**src/rtl/ad7606_ctrl.sv**
```systemverilog
// AD7606 parallel-interface sequencer: power-up RESET pulse, CONVST pulse,
// BUSY handshake (with timeout), then one CS-low burst of RD strobes that
// captures NCHAN words and tags each with its channel index.
// Ports:
//   clk_i, reset_n_i          clock, async active-low reset
//   start_i, os_i             frame trigger and oversampling select (latched at start)
//   adc_reset_o, os_o         ADC RESET and OS[2:0] pins
//   convst_o, cs_n_o, rd_n_o  ADC conversion/read control pins
//   busy_i, frstdata_i, db_i  ADC status and data bus
//   sample_o, chan_o          captured word and its channel index
//   sample_valid_o            one-cycle strobe qualifying sample_o/chan_o
//   frame_done_o              one-cycle strobe after the last channel
//   ready_o                   high while idle (start_i accepted)
//   err_o                     sticky: [0] busy timeout, [1] FRSTDATA misalignment
module ad7606_ctrl #(
    parameter int unsigned NCHAN       = 8,
    parameter int unsigned ADCRST_CYC  = 4,
    parameter int unsigned CONV_LO_CYC = 2,
    parameter int unsigned RD_LO_CYC   = 3,
    parameter int unsigned RD_HI_CYC   = 2,
    parameter int unsigned BUSY_TO_CYC = 40000
) (
    input  logic        clk_i,
    input  logic        reset_n_i,
    input  logic        start_i,
    input  logic [2:0]  os_i,
    output logic        adc_reset_o,
    output logic [2:0]  os_o,
    output logic        convst_o,
    output logic        cs_n_o,
    output logic        rd_n_o,
    input  logic        busy_i,
    input  logic        frstdata_i,
    input  logic [15:0] db_i,
    output logic [15:0] sample_o,
    output logic [2:0]  chan_o,
    output logic        sample_valid_o,
    output logic        frame_done_o,
    output logic        ready_o,
    output logic [1:0]  err_o
);

    localparam int unsigned MAX_A   = (ADCRST_CYC > CONV_LO_CYC) ? ADCRST_CYC : CONV_LO_CYC;
    localparam int unsigned MAX_B   = (RD_LO_CYC > RD_HI_CYC) ? RD_LO_CYC : RD_HI_CYC;
    localparam int unsigned CNT_MAX = (MAX_A > MAX_B) ? MAX_A : MAX_B;
    localparam int unsigned CNT_W   = $clog2(CNT_MAX + 1);
    localparam int unsigned TO_W    = $clog2(BUSY_TO_CYC + 1);

    typedef enum logic [2:0] {
        S_ADCRST, S_IDLE, S_CONV_LO, S_WAIT_HI, S_WAIT_LO, S_RD_LO, S_RD_HI, S_DONE
    } state_t;

    state_t             state, state_nx;
    logic [CNT_W-1:0]   cnt, cnt_nx;
    logic [TO_W-1:0]    tcnt, tcnt_nx;
    logic [2:0]         ch, ch_nx;
    logic               busy_m, busy_s;

    logic               adc_reset_nx, convst_nx, cs_n_nx, rd_n_nx;
    logic               valid_nx, done_nx, ready_nx;
    logic [2:0]         os_nx, chan_nx;
    logic [15:0]        sample_nx;
    logic [1:0]         err_nx;

    logic adcrst_end, conv_end, rdlo_end, rdhi_end, last_ch, timeout, timed;

    assign adcrst_end = (cnt == CNT_W'(ADCRST_CYC - 1));
    assign conv_end   = (cnt == CNT_W'(CONV_LO_CYC - 1));
    assign rdlo_end   = (cnt == CNT_W'(RD_LO_CYC - 1));
    assign rdhi_end   = (cnt == CNT_W'(RD_HI_CYC - 1));
    assign last_ch    = (ch == 3'(NCHAN - 1));
    assign timeout    = (tcnt == TO_W'(BUSY_TO_CYC - 1));
    assign timed      = (state inside {S_ADCRST, S_CONV_LO, S_RD_LO, S_RD_HI});

    // BUSY is asynchronous to clk_i
    always_ff @(posedge clk_i or negedge reset_n_i) begin
        if (!reset_n_i) begin
            busy_m <= 1'b0;
            busy_s <= 1'b0;
        end else begin
            busy_m <= busy_i;
            busy_s <= busy_m;
        end
    end

    // State register
    always_ff @(posedge clk_i or negedge reset_n_i) begin
        if (!reset_n_i) state <= S_ADCRST;
        else            state <= state_nx;
    end

    // Next-state logic; a busy edge wins over a coincident timeout
    always_comb begin
        state_nx = state;
        case (state)
            S_ADCRST:  if (adcrst_end) state_nx = S_IDLE;
            S_IDLE:    if (start_i) state_nx = S_CONV_LO;
            S_CONV_LO: if (conv_end) state_nx = S_WAIT_HI;
            S_WAIT_HI: begin
                if (busy_s)       state_nx = S_WAIT_LO;
                else if (timeout) state_nx = S_IDLE;
            end
            S_WAIT_LO: begin
                if (!busy_s)      state_nx = S_RD_LO;
                else if (timeout) state_nx = S_IDLE;
            end
            S_RD_LO:   if (rdlo_end) state_nx = S_RD_HI;
            S_RD_HI:   if (rdhi_end) state_nx = last_ch ? S_DONE : S_RD_LO;
            S_DONE:    state_nx = S_IDLE;
            default:   state_nx = S_ADCRST;
        endcase
    end

    // Output / datapath next values (registered below)
    always_comb begin
        cnt_nx       = (timed && state_nx == state) ? CNT_W'(cnt + CNT_W'(1)) : '0;
        tcnt_nx      = (state == S_WAIT_HI || state == S_WAIT_LO) ? TO_W'(tcnt + TO_W'(1)) : '0;
        ch_nx        = ch;
        adc_reset_nx = adc_reset_o;
        os_nx        = os_o;
        convst_nx    = convst_o;
        cs_n_nx      = cs_n_o;
        rd_n_nx      = rd_n_o;
        sample_nx    = sample_o;
        chan_nx      = chan_o;
        valid_nx     = 1'b0;
        done_nx      = 1'b0;
        ready_nx     = ready_o;
        err_nx       = err_o;
        case (state)
            S_ADCRST: if (adcrst_end) begin
                adc_reset_nx = 1'b0;
                ready_nx     = 1'b1;
            end
            S_IDLE: if (start_i) begin
                os_nx     = os_i;
                err_nx    = 2'b00;
                convst_nx = 1'b0;
                ready_nx  = 1'b0;
            end
            S_CONV_LO: if (conv_end) convst_nx = 1'b1;
            S_WAIT_HI: if (!busy_s && timeout) begin
                err_nx[0] = 1'b1;
                cs_n_nx   = 1'b1;
                rd_n_nx   = 1'b1;
                ready_nx  = 1'b1;
            end
            S_WAIT_LO: begin
                if (!busy_s) begin
                    cs_n_nx = 1'b0;
                    rd_n_nx = 1'b0;
                    ch_nx   = 3'd0;
                end else if (timeout) begin
                    err_nx[0] = 1'b1;
                    cs_n_nx   = 1'b1;
                    rd_n_nx   = 1'b1;
                    ready_nx  = 1'b1;
                end
            end
            // Capture on the last RD-low cycle; FRSTDATA must flag only channel 0
            S_RD_LO: if (rdlo_end) begin
                sample_nx = db_i;
                chan_nx   = ch;
                valid_nx  = 1'b1;
                rd_n_nx   = 1'b1;
                if (frstdata_i != (ch == 3'd0)) err_nx[1] = 1'b1;
            end
            S_RD_HI: if (rdhi_end) begin
                if (last_ch) begin
                    cs_n_nx = 1'b1;
                    done_nx = 1'b1;
                end else begin
                    ch_nx   = 3'(ch + 3'd1);
                    rd_n_nx = 1'b0;
                end
            end
            S_DONE: ready_nx = 1'b1;
            default: ;
        endcase
    end

    // Output and datapath registers
    always_ff @(posedge clk_i or negedge reset_n_i) begin
        if (!reset_n_i) begin
            cnt            <= '0;
            tcnt           <= '0;
            ch             <= 3'd0;
            adc_reset_o    <= 1'b1;
            os_o           <= 3'd0;
            convst_o       <= 1'b1;
            cs_n_o         <= 1'b1;
            rd_n_o         <= 1'b1;
            sample_o       <= 16'd0;
            chan_o         <= 3'd0;
            sample_valid_o <= 1'b0;
            frame_done_o   <= 1'b0;
            ready_o        <= 1'b0;
            err_o          <= 2'b00;
        end else begin
            cnt            <= cnt_nx;
            tcnt           <= tcnt_nx;
            ch             <= ch_nx;
            adc_reset_o    <= adc_reset_nx;
            os_o           <= os_nx;
            convst_o       <= convst_nx;
            cs_n_o         <= cs_n_nx;
            rd_n_o         <= rd_n_nx;
            sample_o       <= sample_nx;
            chan_o         <= chan_nx;
            sample_valid_o <= valid_nx;
            frame_done_o   <= done_nx;
            ready_o        <= ready_nx;
            err_o          <= err_nx;
        end
    end

endmodule

```
**config.mk**
```make
export PLATFORM = sky130hd
export DESIGN_NAME = ad7606_ctrl
export DESIGN_NICKNAME = d
export VERILOG_FILES = /design/src/rtl/ad7606_ctrl.sv
export SDC_FILE = /design/constraint.sdc
export NUM_CORES = 1
export LEC_CHECK = 0
export ABC_AREA = 1
export CAP_MARGIN = 25
export CORE_ASPECT_RATIO = 1.25
export CORE_MARGIN = 5
export CORE_UTILIZATION = 35
export CTS_CLUSTER_SIZE = 14
export DETAILED_ROUTE_END_ITERATION = 6
export SLEW_MARGIN = 20
export SYNTH_ARGS = -nofsm -noshare
export SYNTH_HDL_FRONTEND = slang
export SYNTH_SLANG_ARGS = --single-unit
```
**constraint.sdc**
```tcl
create_clock -name clk_i -period 3.3 [get_ports clk_i]
set_input_delay 0.66 -clock clk_i [delete_from_list [all_inputs] [get_ports clk_i]]
set_output_delay 0.66 -clock clk_i [all_outputs]
set_load 0.02 [all_outputs]
```
Word level (Yosys, flattened, before mapping) --
Index checks and enable logic that the tools add are counted.
Storage, ports and cells: logic and storage cells 114, output and inout bits 31, bits in registers 58
Cells by class: muxes and demuxes 42, add/sub/neg operators 3, eq/ne operators 27, reduce and logical (&&, ||, !) cells 24
Operators with widths (count):
- $mux 3 | 12
- $pmux 3 s8 | 1
- $ne 2x2->1 const B | 10
- $mux 1 | 19
- $add 16x1->16 const B | 1
- $eq 16x16->1 const B | 1
- $mux 16 | 1
- $eq 3x3->1 const B | 5
- $eq 3x2->1 const B | 4
- $reduce_and 6->1 | 2
- $reduce_and 5->1 | 2
- $reduce_and 4->1 | 2
- $reduce_bool 4->1 | 2
- $add 3x1->3 const B | 2
- $eq 3x1->1 const B | 2
- $logic_not 3->1 | 2
- $pmux 1 s3 | 2
- $pmux 3 s2 | 1
- $reduce_and 2->1 | 3
- $reduce_bool 2->1 | 3
- $reduce_bool 3->1 | 2
- $pmux 1 s5 | 1
- $reduce_bool 5->1 | 1
- $mux 2 | 2
- other kinds (10) | 13

Logic depth before layout (Yosys ltp) --
Gate-level depths: netlist of run 1.
depth in word-level cells 7, depth in mapped cells 12

Worst setup path before layout of run 1 --
No wires, ideal clock.
path kind flip-flop to flip-flop, start point reg state[1], end point reg sample_o[0], library setup time 0.125 ns, data arrival time 1.329 ns, cell stages (with the launch flop) 8, clock period less this slack 1.454 ns, required time 3.175 ns, setup slack 1.846 ns, path through dfrtp_1 -> inv_2 -> nand2_2 -> nor2_4 -> inv_4 -> nor2_8 -> buf_6 -> mux2_4
On the way: longest elaborated chain between the ends 2
RTL lines:
- start, declared | line 53 | state_t state, state_nx;
- start signal, assigned | line 89 | else state <= state_nx;
- $eq 3x3->1 | line 130 | case (state)
- $reduce_and 2->1 (no source line)
- end signal, assigned | line 208 | sample_o <= sample_nx;
- end, declared | line 35 | output logic [15:0] sample_o,
Every way passes these cells. A chain may end at the register's enable or synchronous reset.

Final worst setup path of run 1 --
start point reg cs_n_o, end point out cs_n_o
RTL lines:
- start, declared | line 30 | output logic cs_n_o,
- start signal, assigned | line 206 | cs_n_o <= cs_n_nx;
No word-level cell between the ends.

==> results of run 1 <==
==> cell type report <==
| cell class | count | area, µm² |
|---|---|---|
| fillers | 762 | 4420 |
| clock buffers | 11 | 141 |
| repair buffers | 55 | 543 |
| clock inverters | 5 | 53.8 |
| well taps | 97 | 121 |
| inverters | 44 | 168 |
| multi-input cells | 187 | 1200 |
| flip-flops and latches | 58 | 1460 |
==> cell families (layout without fill, tap and decap cells) <==
| family | count (synthesis) | after routing | synth area share |
|---|---|---|---|
| muxes | 16 | 16 | 0.0797 |
| and+or+nand+nor | 120 | 120 | 0.214 |
| adders and majority gates | 8 | 8 | 0.0349 |
| AOI/OAI and AO/OA | 39 | 39 | 0.0776 |
| buffers and inverters | 48 | 115 | 0.0749 |
| xor gates and xnor gates | 4 | 4 | 0.0122 |
| DFF | 58 | 58 | 0.507 |
==> metal layers <==
metal / GRT usage / part of all wire / wire (µm)
met1: 0.158 / 0.43 / 2600
met2: 0.219 / 0.53 / 3210
met3: 0.0387 / 0.033 / 199
met4: 0.0440 / 0.0073 / 44
met5: 0 / 0 / 0
==> state kept, by name (all words and copies together), names as in the netlist, 2 cells and up <==
register	cells
sample_o	16
ch	3
tcnt	16
cnt	3
state	3
err_o	2
chan_o	3
os_o	3
==> worst min path at each step <==
| stage | depth (start not counted) | startpoint | endpoint |
|---|---|---|---|
| floorplan | 0 | busy_m | busy_s |
| global placement | 0 | busy_m | busy_s |
| detailed placement | 0 | busy_m | busy_s |
| CTS | 0 | busy_m | busy_s |
| global route | 0 | busy_m | busy_s |
| finish | 0 | busy_m | busy_s |
==> cell usage after synthesis <==
cell | n | area [µm²]
dfrtp_1 | 54 | 1350
nand2_1 | 46 | 173
inv_1 | 37 | 139
nor2_1 | 29 | 109
a21oi_1 | 18 | 90.1
mux2_4 | 13 | 195
nand3_1 | 12 | 60.1
o21ai_0 | 12 | 60.1
nand2_2 | 9 | 56.3
ha_1 | 8 | 100
inv_2 | 5 | 18.8
nor2_4 | 5 | 56.3
dfstp_2 | 4 | 105
nand3_2 | 4 | 40.0
nor2_2 | 4 | 25.0
mux2_2 | 3 | 33.8
nand4_1 | 3 | 18.8
nor3_1 | 3 | 15.0
xor2_1 | 3 | 26.3
a21oi_2 | 2 | 17.5
a31oi_1 | 2 | 12.5
buf_6 | 2 | 22.5
a211oi_1 | 1 | 7.51
a32o_1 | 1 | 10.0
buf_12 | 1 | 20.0
buf_2 | 1 | 5.00
clkinv_1 | 1 | 3.75
inv_4 | 1 | 6.26
nor2_8 | 1 | 20.0
nor3_2 | 1 | 10.0
nor3_4 | 1 | 16.3
nor3b_1 | 1 | 7.51
nor4_1 | 1 | 6.26
o2111ai_1 | 1 | 8.76
o21ai_1 | 1 | 5.00
o21bai_2 | 1 | 11.3
xnor2_1 | 1 | 8.76
==> power by group through the flow <==
stage                     logic, mW  registers [mW]  clock network, mW
after floorplan               0.651            1.21                  0
after global placement         1.24            1.07                  0
after detailed placement       1.26            1.07                  0
after CTS                      1.26            1.06              0.677
after global routing           1.38            1.09              0.708
final                          1.24            1.06              0.652
==> summary.txt, run 1 <==
Outcome - complete, no violations
H-Tree Depth - 3
Core area - 8100 µm²
Period minus WS final - 2.14 ns
Power, Total - 2.95 mW
Initial core utilization - 0.354
Actual slew at the worst max-slew pin - 0.732 ns
Synth Register Bits - 58
Crit-path cells - clkdlybuf4s50_1
Fmax - 467 MHz
Die Ht - 111 µm
Cell Count, Final, Fillers Out - 457
Total track usage - 0.130
DRT Pass-1 Iters - 4
Via count of the first global-routing pass - 2225
Seq pwr share - 0.359
Relative slew slack - 0.512
Clk Latency, worst-skew pair - 0.33 ns
Final core occ - 0.455
Post-Place Cells - 441
DRT antenna net count - 0
Total I/O pin count - 55
Num rows - 37
Hold slack final - 0.349 ns
Layout cells sized above 1 - 0.197
Pwr dens - 800 nW/µm²
Delay-heaviest family, CP - buffers and inverters
Switching Fraction - 0.376
Gate power share - 0.420
Die area - 10100 µm²
Cells after Synth - 293
Maxcap violations - 0
Buffers added on ports - 54
Crit-path slowest cell - clkdlybuf4s50_1
P_sw - 1.11 mW
Most frequent cells in the layout - dfrtp_1, clkdlybuf4s50_1, nand2_1, inv_1, nor2_1
Most common cell after layout, fill and taps aside - dfrtp_1
Max clock buf depth - 2
Worst hold path type - flip-flop to flip-flop
VDD IR max - 0.399 mV
Synth-to-layout area growth - 28.3%
CTS tree - yes
Wire length per cell - 13.2 µm
Largest net degree at the start of global routing - 59
Post_cts resized - 0
Clk root buf - clkbuf_8
Initial antenna violation count - 0
End of the worst register-to-register path - sample_o[3]
Critical path type - flip-flop to output port
Worst setup EP type - output port
Period utilization - 0.649
Levels on crit path - 1
CP startpoint - cs_n_o
Lkg Pwr - 1.70 nW
FF-to-FF Start - state[0]
Crit path capture - cs_n_o
Post-Syn Area per Cell - 9.80 µm²
Reg clk slew, reported paths - 0.06 ns
Syn. warnings - 0
Max stage delay on crit path - 0.60 ns
Final Hold Fails - 0
Clock group share of total power - 0.221
CP max FO - 2
Place WS - 1.38 ns
R2R depth - 5
Mapped cell area - 2870 µm²
Avg Vias per Cell - 4.62
Drt drc - 0
R2R Setup Slk - 1.51 ns
First-pass GRT wire length - 10.8 mm
Setup WS post-layout - 1.16 ns
Clock sink count - 58
Cell area after placement - 3490 µm²
Die W - 91.0 µm
Final HPWL DP - 4.48 mm
Unrepaired setup endpoints after global routing - false
Gr ovfl total - 0
Total CTS buffers - 9
Setup violators final - 0
Via count - 2112
Antenna cell count - 0
Final instance area - 3680 µm²
Hold_buf cts - 0
Buf/Inv on CP - 1
Library cells used by synthesis - 37
Worst clock skew - 0.00972 ns
Register area share after synthesis - 0.507
Req. time, crit path - 2.64 ns
Worst EP arrival - 1.48 ns
Iter 0 DRT Violations - 80
WL final - 6.06 mm
Startpoint types - flip-flop
Syn_nets - 325
Post CTS Setup Buffer Count - 0
Max-slew violation count - 0
Total Nets Final - 387
Setup tns final - 0 ns
Placer Congestion - 0.773
Int Power - 1.84 mW
(Power assumes the default switching activity.)
==> run 2: changes to the inputs <==
- clock period: 3.3 -> 1.9 ns (I/O delays scaled with it)
==> run 2 against run 1 <==
  * Die area stayed put
  * Register-to-register slack worse by 1.3 ns
  * Global-route usage is 0.25 points lower
  * Flip-flop and latch count stayed put
  * Cell count is 1.1% higher
  * Clock power is 93% higher
  * Largest cell class unchanged
==> summary.txt, run 2 (synthesis results as in run 1) <==
Period utilization - 0.964
First-pass GRT wire length - 10.5 mm
Total track usage - 0.128
Hold slack final - 0.0410 ns
Startpoint types - flip-flop
VDD IR max - 0.622 mV
Die W - 91.0 µm
Max clock buf depth - 2
Cell Count, Final, Fillers Out - 462
Total Nets Final - 392
Clock sink count - 58
Max stage delay on crit path - 0.60 ns
WL final - 6.14 mm
Clock group share of total power - 0.238
Worst clock skew - 0.00676 ns
Gr ovfl total - 0
Post-Place Cells - 446
DRT antenna net count - 0
Most common cell after layout, fill and taps aside - dfrtp_1
Initial core utilization - 0.354
Lkg Pwr - 1.77 nW
Regs by FF count - sample_o x16, tcnt x16
Critical path type - flip-flop to output port
Worst setup EP type - output port
Actual slew at the worst max-slew pin - 0.327 ns
Via count - 2135
Gate power share - 0.425
Antenna cell count - 0
Maxcap violations - 0
Num rows - 37
DRT Pass-1 Iters - 4
Req. time, crit path - 1.52 ns
Worst hold path type - primary input to asynchronous set/reset pin
Final HPWL DP - 4.47 mm
Avg Vias per Cell - 4.62
Synth-to-layout area growth - 31.5%
Max-slew violation count - 0
Switching Fraction - 0.366
Int Power - 3.37 mW
Fill cell count - 772
Buf/Inv on CP - 1
P_sw - 1.95 mW
CTS tree - yes
Final Hold Fails - 0
Worst EP arrival - 1.45 ns
Relative slew slack - 0.782
Unrepaired setup endpoints after global routing - false
Crit-path slowest cell - clkdlybuf4s50_1
Fmax - 546 MHz
Period minus WS final - 1.83 ns
Setup tns final - 0 ns
H-Tree Depth - 3
Placer Congestion - 0.822
Delay-heaviest family, CP - buffers and inverters
Largest net degree at the start of global routing - 59
Clk root buf - clkbuf_8
Multi-input gate area - 1200 µm²
Buffers added on ports - 54
Outcome - complete, no violations
Pwr dens - 1410 nW/µm²
Hold_buf cts - 0
Via count of the first global-routing pass - 2249
Most frequent cells in the layout - dfrtp_1, clkdlybuf4s50_1, nand2_1, inv_1, nor2_1
Layout cells sized above 1 - 0.208
Final core occ - 0.466
Die area - 10100 µm²
Iter 0 DRT Violations - 62
Die Ht - 111 µm
Total I/O pin count - 55
Setup violators final - 0
Total CTS buffers - 9
Reg clk slew, reported paths - 0.07 ns
Clk Latency, worst-skew pair - 0.33 ns
Drt drc - 0
Wire length per cell - 13.3 µm
Reg area - 1460 µm²
Initial antenna violation count - 0
Seq pwr share - 0.337
CP max FO - 2
Core area - 8100 µm²
Crit-path cells - clkdlybuf4s50_1
==> run 2: worst paths after layout <==
kind / start / to / slack, ns / cells after the start
max: adc_reset_o / adc_reset_o / 0.07 / 1
min: reset_n_i / sample_o[11] / 0.04 / 2
max reg2reg: state[1] / sample_o[10] / 0.21 / 7
min reg2reg: busy_m / busy_s / 0.35 / 0
max in group asynchronous: reset_n_i / adc_reset_o / 1.55 / 2
min in group clk_i: busy_m / busy_s / 0.35 / 0
==> run 2: layout make-up <==
class,instances,share of cell area
clock buffer,11,0.0374
clock inverter,5,0.0205
inverter,44,0.0444
multi-input combinational,187,0.318
sequential,58,0.386
tap,97,0.0321
timing repair buffer,60,0.162
==> run 2: per-layer routing <==
layer / GRT usage / wire (µm) / share of wire
met5: 0 / 0 / 0
met4: 0.0509 / 135 / 0.022
met3: 0.0380 / 221 / 0.036
met2: 0.220 / 3190 / 0.52
met1: 0.146 / 2600 / 0.42
==> run 2: what timing repair did <==
action                     CTS  global route
buffers inserted             0             0
resized for setup            0             3
setup endpoints to repair    0             3
==> run 2: metrics by stage <==
stage	worst slack, ns	instance area, µm²	power [mW]
floorplan	0.446	2870	3.22
global placement	0.267	3550	4.09
detailed placement	0.202	3550	4.11
CTS	0.0117	3770	5.41
global route	0.0186	3780	5.69
finish	0.0684	3780	5.32
==> run 2: power by group through the flow <==
stage / clock (mW) / sequential, mW / combinational [mW]
floorplan: 0 / 2.09 / 1.13
global placement: 0 / 1.81 / 2.28
detailed placement: 0 / 1.82 / 2.30
CTS: 1.31 / 1.80 / 2.31
global route: 1.37 / 1.85 / 2.48
finish: 1.26 / 1.79 / 2.26
==> RTL edit 1, RTL diff (settings of run 2) <==
`RD_HI_CYC`: 2 -> 1.
--- a/src/rtl/ad7606_ctrl.sv
+++ b/src/rtl/ad7606_ctrl.sv
@@ -18,5 +18,5 @@
     parameter int unsigned CONV_LO_CYC = 2,
     parameter int unsigned RD_LO_CYC   = 3,
-    parameter int unsigned RD_HI_CYC   = 2,
+    parameter int unsigned RD_HI_CYC   = 1,
     parameter int unsigned BUSY_TO_CYC = 40000
 ) (
Check against the original RTL: same outputs for any inputs over 10 cycles, from zero or initial values and one cycle with reset_n_i low; that may be too few to reach the edited logic, so the function may still have changed.
==> RTL edit 1 against run 2 <==
  * Non-clock buffer count down 2
  * Worst setup slack lost 13 ps
  * Power fell by 11%
  * Wire length decreased by 7.2%
  * Design area decreased by 1.6%
  * Largest cell class unchanged
  * Critical path type unchanged
  * Area after synthesis shrank 2.5%
  * Sequential power is 5% lower
  * Sequential cell count unchanged
  * Clock skew is essentially flat
==> RTL edit 1: results <==
metrics = {
    "critical_path": {
        "rr_startpoint": "cnt[0]",
        "reg2reg_depth": 8,
        "r2r_setup_slack_ps": 230,
        "crit_start": "convst_o",
        "cpPeakStageDelay_ps": 600,
        "crit_path_end": "convst_o",
    },
    "layout": {
        "nets": 394,
        "comb.multi_input.count": 193,
        "clockNetworkAreaShare": 0.0670,
        "multi_input_area_share": 0.308,
        "final_layout_size_suffix_gt1_frac": 0.172,
        "seq_area_frac": 0.392,
        "buf_share": 0.160,
        "instances_no_fill": 461,
        "fillers": 749,
        "seq_cell_count": 58,
        "n_all_buffers": 58,
        "inv_count": 41,
    },
    "synthesis": {
        "ys_top_cells_by_area": "dfrtp_1 48%, nand2_1 5.8%, nor2_1 5.6%",
        "yosysSeqAreaShare": 0.520,
        "synthDistinctLibCells": 32,
        "syn-instance-count": 298,
        "synthTopCellsByCount": "54 x dfrtp_1, 43 x nand2_1, 42 x nor2_1",
        "synth_fp_nets": 331,
    },
    "global_route": {
        "grt_pass1_vias": 2230,
        "grt_max_degree": 59,
        "grt_pass1_wl_um": 9970,
        "track_usage": 0.125,
        "gr-usage-met1": 0.142,
        "grt_util_met3": 0.0455,
    },
    "drt": {
        "first_iter_violations": 85,
        "routed-wl-met2_um": 2830,
        "highest_layer": "met4",
        "routed_wl_um": 5700,
        "wl_met3_um": 320,
        "vias": 2128,
        "routedLengthMet1_um": 2430,
    },
    "pwr": {
        "power-per-cell-area_mw_per_mm2": 1270,
        "power.leakage_nw": 1.73,
        "peakVddDrop_mv": 0.767,
    },
    "timing": {
        "period_share": 0.971,
        "whs_ps": 20.3,
        "slew_headroom": 0.755,
        "skew_ps": 6.59,
    },
    "clocking": {
        "worstSkewPairLatency_ps": 340,
    },
    "place": {
        "gp_congestion": 0.833,
        "placed_area_mm2": 0.00346,
        "dpl.hpwl_um": 4260,
        "dp.cells": 445,
    },
    "outcome": {
        "outcome": "finished, final reports clean",
    },
}
## RTL edit 1: cell count changes after synthesis, sizes merged, moves of 2 or more
cell / change
a21oi: -5
buf: +2
inv: -3
nand2: -3
nand3: +2
nor2: +12
o211ai: +2
o21ai: +2
## RTL edit 1: repair_timing
action	4_1_cts	5_1_grt
resized for setup	1	2
cloned	0	0
endpoints found under the setup margin	1	2
pin swaps	0	0
hold endpoints to repair	0	0
setup buffers	0	0
hold buffers	0	0
## RTL edit 1: cells by family after synthesis
| logic type | after synthesis | synth area share |
|---|---|---|
| AND/OR/NAND/NOR | 131 | 0.229 |
| flip-flops | 58 | 0.520 |
| buffers and inverters | 47 | 0.0710 |
| AO/OA/AOI/OAI | 33 | 0.0626 |
| multiplexers | 16 | 0.0643 |
| adder cells (fa/ha/maj) | 9 | 0.0402 |
| XOR/XNOR | 4 | 0.0125 |
## RTL edit 1: report_power, final
part / internal [mW] / switching (mW)
Sequential: 1.50 / 0.200
Clock: 0.884 / 0.545
Combinational: 0.691 / 0.908
==> RTL edit 2, RTL diff (flow settings as in run 2) <==
Without the edit above. Register the output `err_o` once more, cleared by the reset; this adds one clock of latency there. The other outputs are not delayed to match.
--- a/src/rtl/ad7606_ctrl.sv
+++ b/src/rtl/ad7606_ctrl.sv
@@ -51,4 +51,6 @@
     } state_t;
 
+    logic [1:0] err_s0;
+
     state_t             state, state_nx;
     logic [CNT_W-1:0]   cnt, cnt_nx;
@@ -127,5 +129,5 @@
         done_nx      = 1'b0;
         ready_nx     = ready_o;
-        err_nx       = err_o;
+        err_nx       = err_s0;
         case (state)
             S_ADCRST: if (adcrst_end) begin
@@ -196,5 +198,5 @@
             frame_done_o   <= 1'b0;
             ready_o        <= 1'b0;
-            err_o          <= 2'b00;
+            err_s0         <= 2'b00;
         end else begin
             cnt            <= cnt_nx;
@@ -211,8 +213,16 @@
             frame_done_o   <= done_nx;
             ready_o        <= ready_nx;
-            err_o          <= err_nx;
+            err_s0         <= err_nx;
         end
     end
 
+    always_ff @(posedge clk_i or negedge reset_n_i) begin
+        if (!reset_n_i) begin
+            err_o <= '0;
+        end else begin
+            err_o <= err_s0;
+        end
+    end
+
 endmodule
 
Formal check against the unedited RTL: no difference found for any inputs over 10 cycles, from zero or initial values and one cycle with reset_n_i low; that may be too few to reach the edited logic, so the function may still have changed.
==> RTL edit 2 against run 2 <==
  * Non-clock buffer count shrank 1
  * Power shrank 5.7%
  * Sequential cell count increased by 2
  * Wire length decreased by 5.9%
  * Global-route usage down 0.24 points
  * Design area fell by 3.1%
  * Area after synthesis shrank 2.9%
  * Worst setup slack worse by 22 ps
  * Sequential power rose by 4%
  * Largest power group unchanged
==> RTL edit 2: results <==
metrics = {
    "place": {
        "dp_slack_ps": 230,
        "gp_congestion": 0.888,
        "placed_area_mm2": 0.00346,
    },
    "synthesis": {
        "ys_top_cells_by_area": "dfrtp_1 50%, nand2_1 6.6%, inv_1 5.5%",
        "synth_area_per_cell_um2": 9.52,
        "synthDistinctLibCells": 33,
        "synthTopCellsByCount": "56 x dfrtp_1, 49 x nand2_1, 41 x inv_1",
        "yosysSeqAreaShare": 0.540,
    },
    "layout": {
        "final_layout_size_suffix_gt1_frac": 0.123,
    },
    "drt": {
        "vias_per_cell": 4.64,
        "routed-wl-met2_um": 2800,
        "first_iter_violations": 97,
    },
    "critical_path": {
        "r2r_setup_slack_ps": 250,
        "crit_start": "convst_o",
        "cp_data_arrival_time_ps": 1470,
        "reg2reg_depth": 6,
        "crit_path_end": "convst_o",
        "rr_endpoint": "sample_o[6]",
    },
    "timing": {
        "skew_ps": 10.6,
        "slew_headroom": 0.766,
        "whs_ps": 30.1,
        "period_share": 0.976,
    },
    "global_route": {
        "grt_use_met2": 0.200,
        "grt_pass1_wl_um": 9900,
        "grt_util_met3": 0.0363,
        "grt_max_degree": 61,
    },
    "pwr": {
        "seq_power_share": 0.371,
        "seq-power_mw": 1.86,
        "peakVddDrop_mv": 0.727,
    },
    "outcome": {
        "outcome": "finished, final reports clean",
    },
}
==> RTL edit 2: cell families after synthesis <==
logic type / count (synthesis) / synth area share
buf+inv: 47 / 0.0700
compound gates: 38 / 0.0758
xor+xnor: 4 / 0.0126
flops: 60 / 0.540
mux: 16 / 0.0646
simple gates: 120 / 0.201
fa+ha+maj: 8 / 0.0359
==> RTL edit 2: layout make-up <==
| type | instances | area (um2) | share of cell area |
|---|---|---|---|
| clock inverter | 2 | 35.0 | 0.00957 |
| tap | 95 | 119 | 0.0325 |
| sequential | 60 | 1510 | 0.412 |
| multi-input combinational | 186 | 1090 | 0.297 |
| timing repair buffer | 59 | 584 | 0.160 |
| inverter | 44 | 165 | 0.0451 |
| clock buffer | 14 | 163 | 0.0444 |
==> RTL edit 2: timing repair <==
item | in CTS | in global routing
hold endpoints to repair | 0 | 0
gates resized for setup | 1 | 0
endpoints found under the setup margin | 1 | 0
